<file path="src/rtl/rv32i_fetch_unit.sv">
// RV32I instruction fetch unit: issues sequential word fetches under a credit
// limit, tags in-order responses with their PC, and buffers them in a small
// queue for the decoder. Redirects flush the queue and drop stale responses.
// A misaligned redirect target parks the unit in FAULT until an aligned one.
module rv32i_fetch_unit #(
    parameter logic [31:0] RESET_PC = 32'h0400_0000,
    parameter int unsigned QDEPTH   = 4
) (
    input  logic        clk,
    input  logic        rst,
    output logic        imem_req_valid,
    input  logic        imem_req_ready,
    output logic [31:0] imem_req_addr,
    input  logic        imem_rsp_valid,
    input  logic [31:0] imem_rsp_data,
    input  logic        redirect_valid,
    input  logic [31:0] redirect_pc,
    output logic        instr_valid,
    input  logic        instr_ready,
    output logic [31:0] instr_bits,
    output logic [31:0] instr_pc,
    output logic        fetch_fault
);

    localparam int unsigned PW = $clog2(QDEPTH);
    localparam int unsigned CW = PW + 1;
    localparam logic [CW:0] QD = (CW+1)'(QDEPTH);

    typedef enum logic {RUN, FAULT} state_t;

    state_t        r_state;
    state_t        w_state_nxt;

    logic [31:0]   r_fetch_pc;
    logic [CW-1:0] r_outstanding;
    logic [CW-1:0] r_discard_cnt;
    logic [CW-1:0] r_count;
    logic [PW-1:0] r_rec_wr;
    logic [PW-1:0] r_rec_rd;
    logic [PW-1:0] r_q_wr;
    logic [PW-1:0] r_q_rd;
    logic [31:0]   r_rec_pc [QDEPTH];
    logic [31:0]   r_q_bits [QDEPTH];
    logic [31:0]   r_q_pc   [QDEPTH];

    logic          w_aligned;
    logic          w_credit;
    logic          w_req_hs;
    logic          w_push;
    logic          w_pop;
    logic [CW:0]   w_occupancy;

    assign w_aligned   = (redirect_pc[1:0] == 2'b00);
    assign w_occupancy = {1'b0, r_outstanding} + {1'b0, r_count};
    assign w_credit    = (w_occupancy < QD);
    assign w_req_hs    = imem_req_valid && imem_req_ready;
    assign w_push      = imem_rsp_valid && !redirect_valid && (r_discard_cnt == '0);
    assign w_pop       = instr_valid && instr_ready && !redirect_valid;

    assign imem_req_addr = r_fetch_pc;
    assign instr_valid   = (r_count != '0);
    assign instr_bits    = instr_valid ? r_q_bits[r_q_rd] : '0;
    assign instr_pc      = instr_valid ? r_q_pc[r_q_rd]   : '0;

    // FSM state register
    always_ff @(posedge clk) begin
        if (rst) begin
            r_state <= RUN;
        end else begin
            r_state <= w_state_nxt;
        end
    end

    // FSM next state: any redirect decides RUN vs FAULT by target alignment
    always_comb begin
        w_state_nxt = r_state;
        if (redirect_valid) begin
            w_state_nxt = w_aligned ? RUN : FAULT;
        end
    end

    // FSM outputs: request only in RUN, outside redirect cycles, with credit
    always_comb begin
        fetch_fault    = (r_state == FAULT);
        imem_req_valid = !rst && (r_state == RUN) && !redirect_valid && w_credit;
    end

    // Fetch PC and request-record write pointer
    always_ff @(posedge clk) begin
        if (rst) begin
            r_fetch_pc <= RESET_PC;
            r_rec_wr   <= '0;
        end else if (redirect_valid) begin
            if (w_aligned) begin
                r_fetch_pc <= redirect_pc;
            end
        end else if (w_req_hs) begin
            r_fetch_pc <= r_fetch_pc + 32'd4;
            r_rec_wr   <= r_rec_wr + PW'(1);
        end
    end

    // Per-request PC record storage, written at each request handshake
    always_ff @(posedge clk) begin
        if (w_req_hs) begin
            r_rec_pc[r_rec_wr] <= r_fetch_pc;
        end
    end

    // Outstanding count and record read pointer; every response retires one record,
    // including dropped ones, so records stay aligned with the in-order responses
    always_ff @(posedge clk) begin
        if (rst) begin
            r_outstanding <= '0;
            r_rec_rd      <= '0;
        end else begin
            if (imem_rsp_valid) begin
                r_rec_rd <= r_rec_rd + PW'(1);
            end
            case ({w_req_hs, imem_rsp_valid})
                2'b10:   r_outstanding <= r_outstanding + CW'(1);
                2'b01:   r_outstanding <= r_outstanding - CW'(1);
                default: r_outstanding <= r_outstanding;
            endcase
        end
    end

    // Count of stale responses still to be dropped after a redirect
    always_ff @(posedge clk) begin
        if (rst) begin
            r_discard_cnt <= '0;
        end else if (redirect_valid) begin
            r_discard_cnt <= r_outstanding - CW'(imem_rsp_valid);
        end else if (imem_rsp_valid && (r_discard_cnt != '0)) begin
            r_discard_cnt <= r_discard_cnt - CW'(1);
        end
    end

    // Instruction queue pointers and occupancy; a redirect empties it
    always_ff @(posedge clk) begin
        if (rst || redirect_valid) begin
            r_q_wr  <= '0;
            r_q_rd  <= '0;
            r_count <= '0;
        end else begin
            if (w_push) begin
                r_q_wr <= r_q_wr + PW'(1);
            end
            if (w_pop) begin
                r_q_rd <= r_q_rd + PW'(1);
            end
            r_count <= r_count + CW'(w_push) - CW'(w_pop);
        end
    end

    // Instruction queue storage: word plus the PC recorded for its request
    always_ff @(posedge clk) begin
        if (w_push) begin
            r_q_bits[r_q_wr] <= imem_rsp_data;
            r_q_pc[r_q_wr]   <= r_rec_pc[r_rec_rd];
        end
    end

endmodule

</file>
<file path="config.mk">
export PLATFORM = sky130hd
export DESIGN_NAME = rv32i_fetch_unit
export DESIGN_NICKNAME = d
export VERILOG_FILES = /design/src/rtl/rv32i_fetch_unit.sv
export SDC_FILE = /design/constraint.sdc
export NUM_CORES = 1
export LEC_CHECK = 0
export BUFFER_PORTS_ARGS = -buffer_cell sky130_fd_sc_hd__buf_2
export CAP_MARGIN = 0
export CELL_PAD_IN_SITES_DETAIL_PLACEMENT = 1
export CELL_PAD_IN_SITES_GLOBAL_PLACEMENT = 1
export CORE_MARGIN = 2
export CORE_UTILIZATION = 51
export CTS_BUF_LIST = sky130_fd_sc_hd__clkbuf_16
export CTS_CLUSTER_DIAMETER = 50
export CTS_CLUSTER_SIZE = 24
export DETAILED_ROUTE_END_ITERATION = 6
export PLACE_DENSITY = 0.81
export SLEW_MARGIN = 20
export SYNTH_ARGS = -nofsm -noshare
export SYNTH_HDL_FRONTEND = slang
export SYNTH_SLANG_ARGS = --single-unit
</file>
<file path="constraint.sdc">
create_clock -name clk -period 4.2 [get_ports clk]
set_input_delay 0.42 -clock clk [delete_from_list [all_inputs] [get_ports clk]]
set_output_delay 0.42 -clock clk [all_outputs]
set_load 0.05 [all_outputs]
</file>
==> results.md <==
- Drt total wl: 39,200 um
- Worst-Skew Late Latency: 540 ps
- Finished Layout Cells: 1,604
- I/O pins: 169
- CP required: 4660 ps
- # port buffers: 168
- Final period util: 75.1%
- DIE AREA: 0.0355 mm^2
- Average wire per standard cell: 24.5 um
- Crit path capture: r_outstanding[2]
- Die width: 189 um
- Slew Limit Fails: 0
- R2R Path End: r_outstanding[2]
- Synth top area cells: edfxtp_1, mux4_2, dfxtp_1
- Reg2reg setup slack: 1050 ps
- Initial DRC count: 678
- Total GRT Usage: 22.7%
- Crit path time final: 3150 ps
- CTS tree: built
- Cell Area, Synth: 0.0174 mm^2
- VDD IR max: 251 uV
- Async S/R FF share, synth: 0%
- Post-synthesis sequential area ratio: 72.6%
- Syn avg cell area: 18.2 um^2
- Ratio of cells with drive above 1 in the final layout: 31.6%
- Post-synth top area share: 66.4%
- Placer Congestion: 0.814
- Crit path capture type: flop
- Hold Fails Final Rpt: 0
- Flops & latches, synth: 438
- Worst Path Arrival: 3620 ps
- Post-DRT Antenna Nets: 0
- Final #Nets: 1,218
- Setup ws final: 1050 ps
- Root buf cell: clkbuf_16
- Worst Setup SP: r_outstanding[2]
- CTS H-tree lvls: 2
- Count leader, synth: edfxtp_1
- First-pass GRT wire length: 61,300 um
- Starting Density: 51.8%
- Post-Synthesis Cells: 953
- CTS Hold Bufs: 0
- LEAKAGE: 6.81 nW
- Fmax: 317 MHz
- Fillers: 3,004
- Gr ovfl total: 0
- Top post-synthesis cells by count: edfxtp_1, mux4_2, and2_1
- Longest Clk Path Bufs: 3
- PwrDens: 459 mW/mm^2
- Path depth of the worst reg2reg path: 10
- Area Growth Syn to Fin: 15.3%
- Hold path start: imem_rsp_data[25]
- Origin of the critical flop-to-flop path: r_outstanding[2]
- Number of global-route vias before repair: 10,300
- Unique masters post-synth: 59
- RSZ-0062 raised after global routing: no
- Status: completed
- Core area: 0.0335 mm^2
- Vias per cell: 5.92
- Setup WS pre-CTS: 1090 ps
- Dpl cells: 1,537
- Setup-failing EPs final: 0
- Register area: 0.0126 mm^2
- Final Skew: 26.7 ps
- Crit Path Max Fanout: 27
- Setup TNS: 0 ps
- Startpoint types: flop
- Slew @ Worst Pin: 909 ps
- Hold WC Path Type: input pin to flop
- Initial DRT Pass Iterations: 5
- DRC: 0
- Post-cts resize count: 0
- Clock transition at the registers of the reported paths: 80 ps
- Num CTS Buffers: 37
- Max-slew headroom: 39.4%
- Hpwl dp: 25,100 um
- Clock sink count: 438
- Setup Buffers After CTS: 0
- Multi-input logic area: 0.00446 mm^2
- Top_reg_cell synth: edfxtp_1
- Maximum number of pins on one net before global-route repair: 66
- Syn nets: 1,043
- Via count: 9,502
- N_diodes: 0
- Synth warn: 0
- Leading area contributor after synthesis: edfxtp_1
- Row count: 67
- EDFF count, synth: 384
- Initial antenna violation count: 0
- # Max-Cap Violations: 0
- Core Util, Final: 59.7%
- Crit path kind: flop to flop
- Die height: 189 um
## area by class of cell
class / instances / share of cell area [%]
multi-input combinational: 440 / 22.2
tap: 448 / 2.80
clock inverter: 28 / 1.54
inverter: 22 / 0.412
sequential: 438 / 63.0
timing repair buffer: 189 / 5.11
clock buffer: 39 / 4.87
## power by group
| part | switching (mW) | internal (mW) | leakage (nW) |
|---|---|---|---|
| Sequential | 0.0955 | 4.85 | 3.91 |
| Clock | 1.72 | 1.86 | 0.629 |
| Combinational | 0.435 | 0.232 | 2.27 |
| Total | 2.25 | 6.94 | 6.81 |
## cell usage in the layout (no fill, tap or decap), types with 11 or more instances in the layout
cell type,instances
nand2_1,20
nand3_1,14
ha_1,18
a21oi_1,31
edfxtp_1,384
buf_2,168
dfxtp_1,50
and3_1,11
clkbuf_16,39
inv_1,24
and2_1,71
nor4_1,11
mux4_2,96
nor2_1,36
buf_4,19
## how the worst min path moves through the flow
stage | end | slack (ps) | depth (start not counted)
after floorplan | r_rec_wr[1] | 470 | 2
after global placement | r_rec_wr[1] | 490 | 2
after detailed placement | r_rec_wr[1] | 500 | 2
after CTS | r_q_bits[0][25] | 60 | 1
after global routing | r_q_bits[3][26] | 70 | 1
final | r_q_bits[2][25] | 90 | 1
## metal layers
layer	track usage, %	share of wire (%)
met1	30.4	41
met2	38.3	49
met3	3.93	6.5
met4	7.06	2.9
met5	0	0
## critical path, cell delays in order (launching register included)
cell     delay (ps)
dfxtp_1         350
ha_1            340
nor4_4          280
and4_1          590
inv_2           400
ha_1            330
inv_1            80
fa_1            190
xor2_1           70
or3_1           310
a21oi_1         140
## registers in the layout (all words and copies together) (netlist names), named ones only
signal	flops
r_q_rd	2
r_q_bits	128
fetch_fault	1
r_rec_pc	128
r_count	3
r_rec_rd	2
r_discard_cnt	3
r_q_wr	2
r_rec_wr	2
r_outstanding	3
imem_req_addr	32
r_q_pc	128
## kinds of logic (layout without fill, tap and decap cells)
| logic type | count (synthesis) | after routing | share of synthesized area (%) |
|---|---|---|---|
| xor gates and xnor gates | 12 | 12 | 0.605 |
| DFF | 438 | 438 | 72.6 |
| adders and majority gates | 20 | 20 | 1.53 |
| buffers and inverters | 75 | 278 | 1.77 |
| AOI/OAI and AO/OA | 94 | 94 | 3.62 |
| muxes | 104 | 104 | 12.9 |
| and+or+nand+nor | 210 | 210 | 6.94 |
## per-stage QoR
| step | power [mW] | area, um^2 | hold WS (ps) |
|---|---|---|---|
| after floorplan | 5.48 | 17400 | 469 |
| after global placement | 5.68 | 18700 | 488 |
| after detailed placement | 5.72 | 18700 | 495 |
| after CTS | 9.25 | 20000 | 63.8 |
| after global routing | 9.47 | 20000 | 75.0 |
| final | 9.19 | 20000 | 87.8 |
Power figures use the tool's default switching activity.
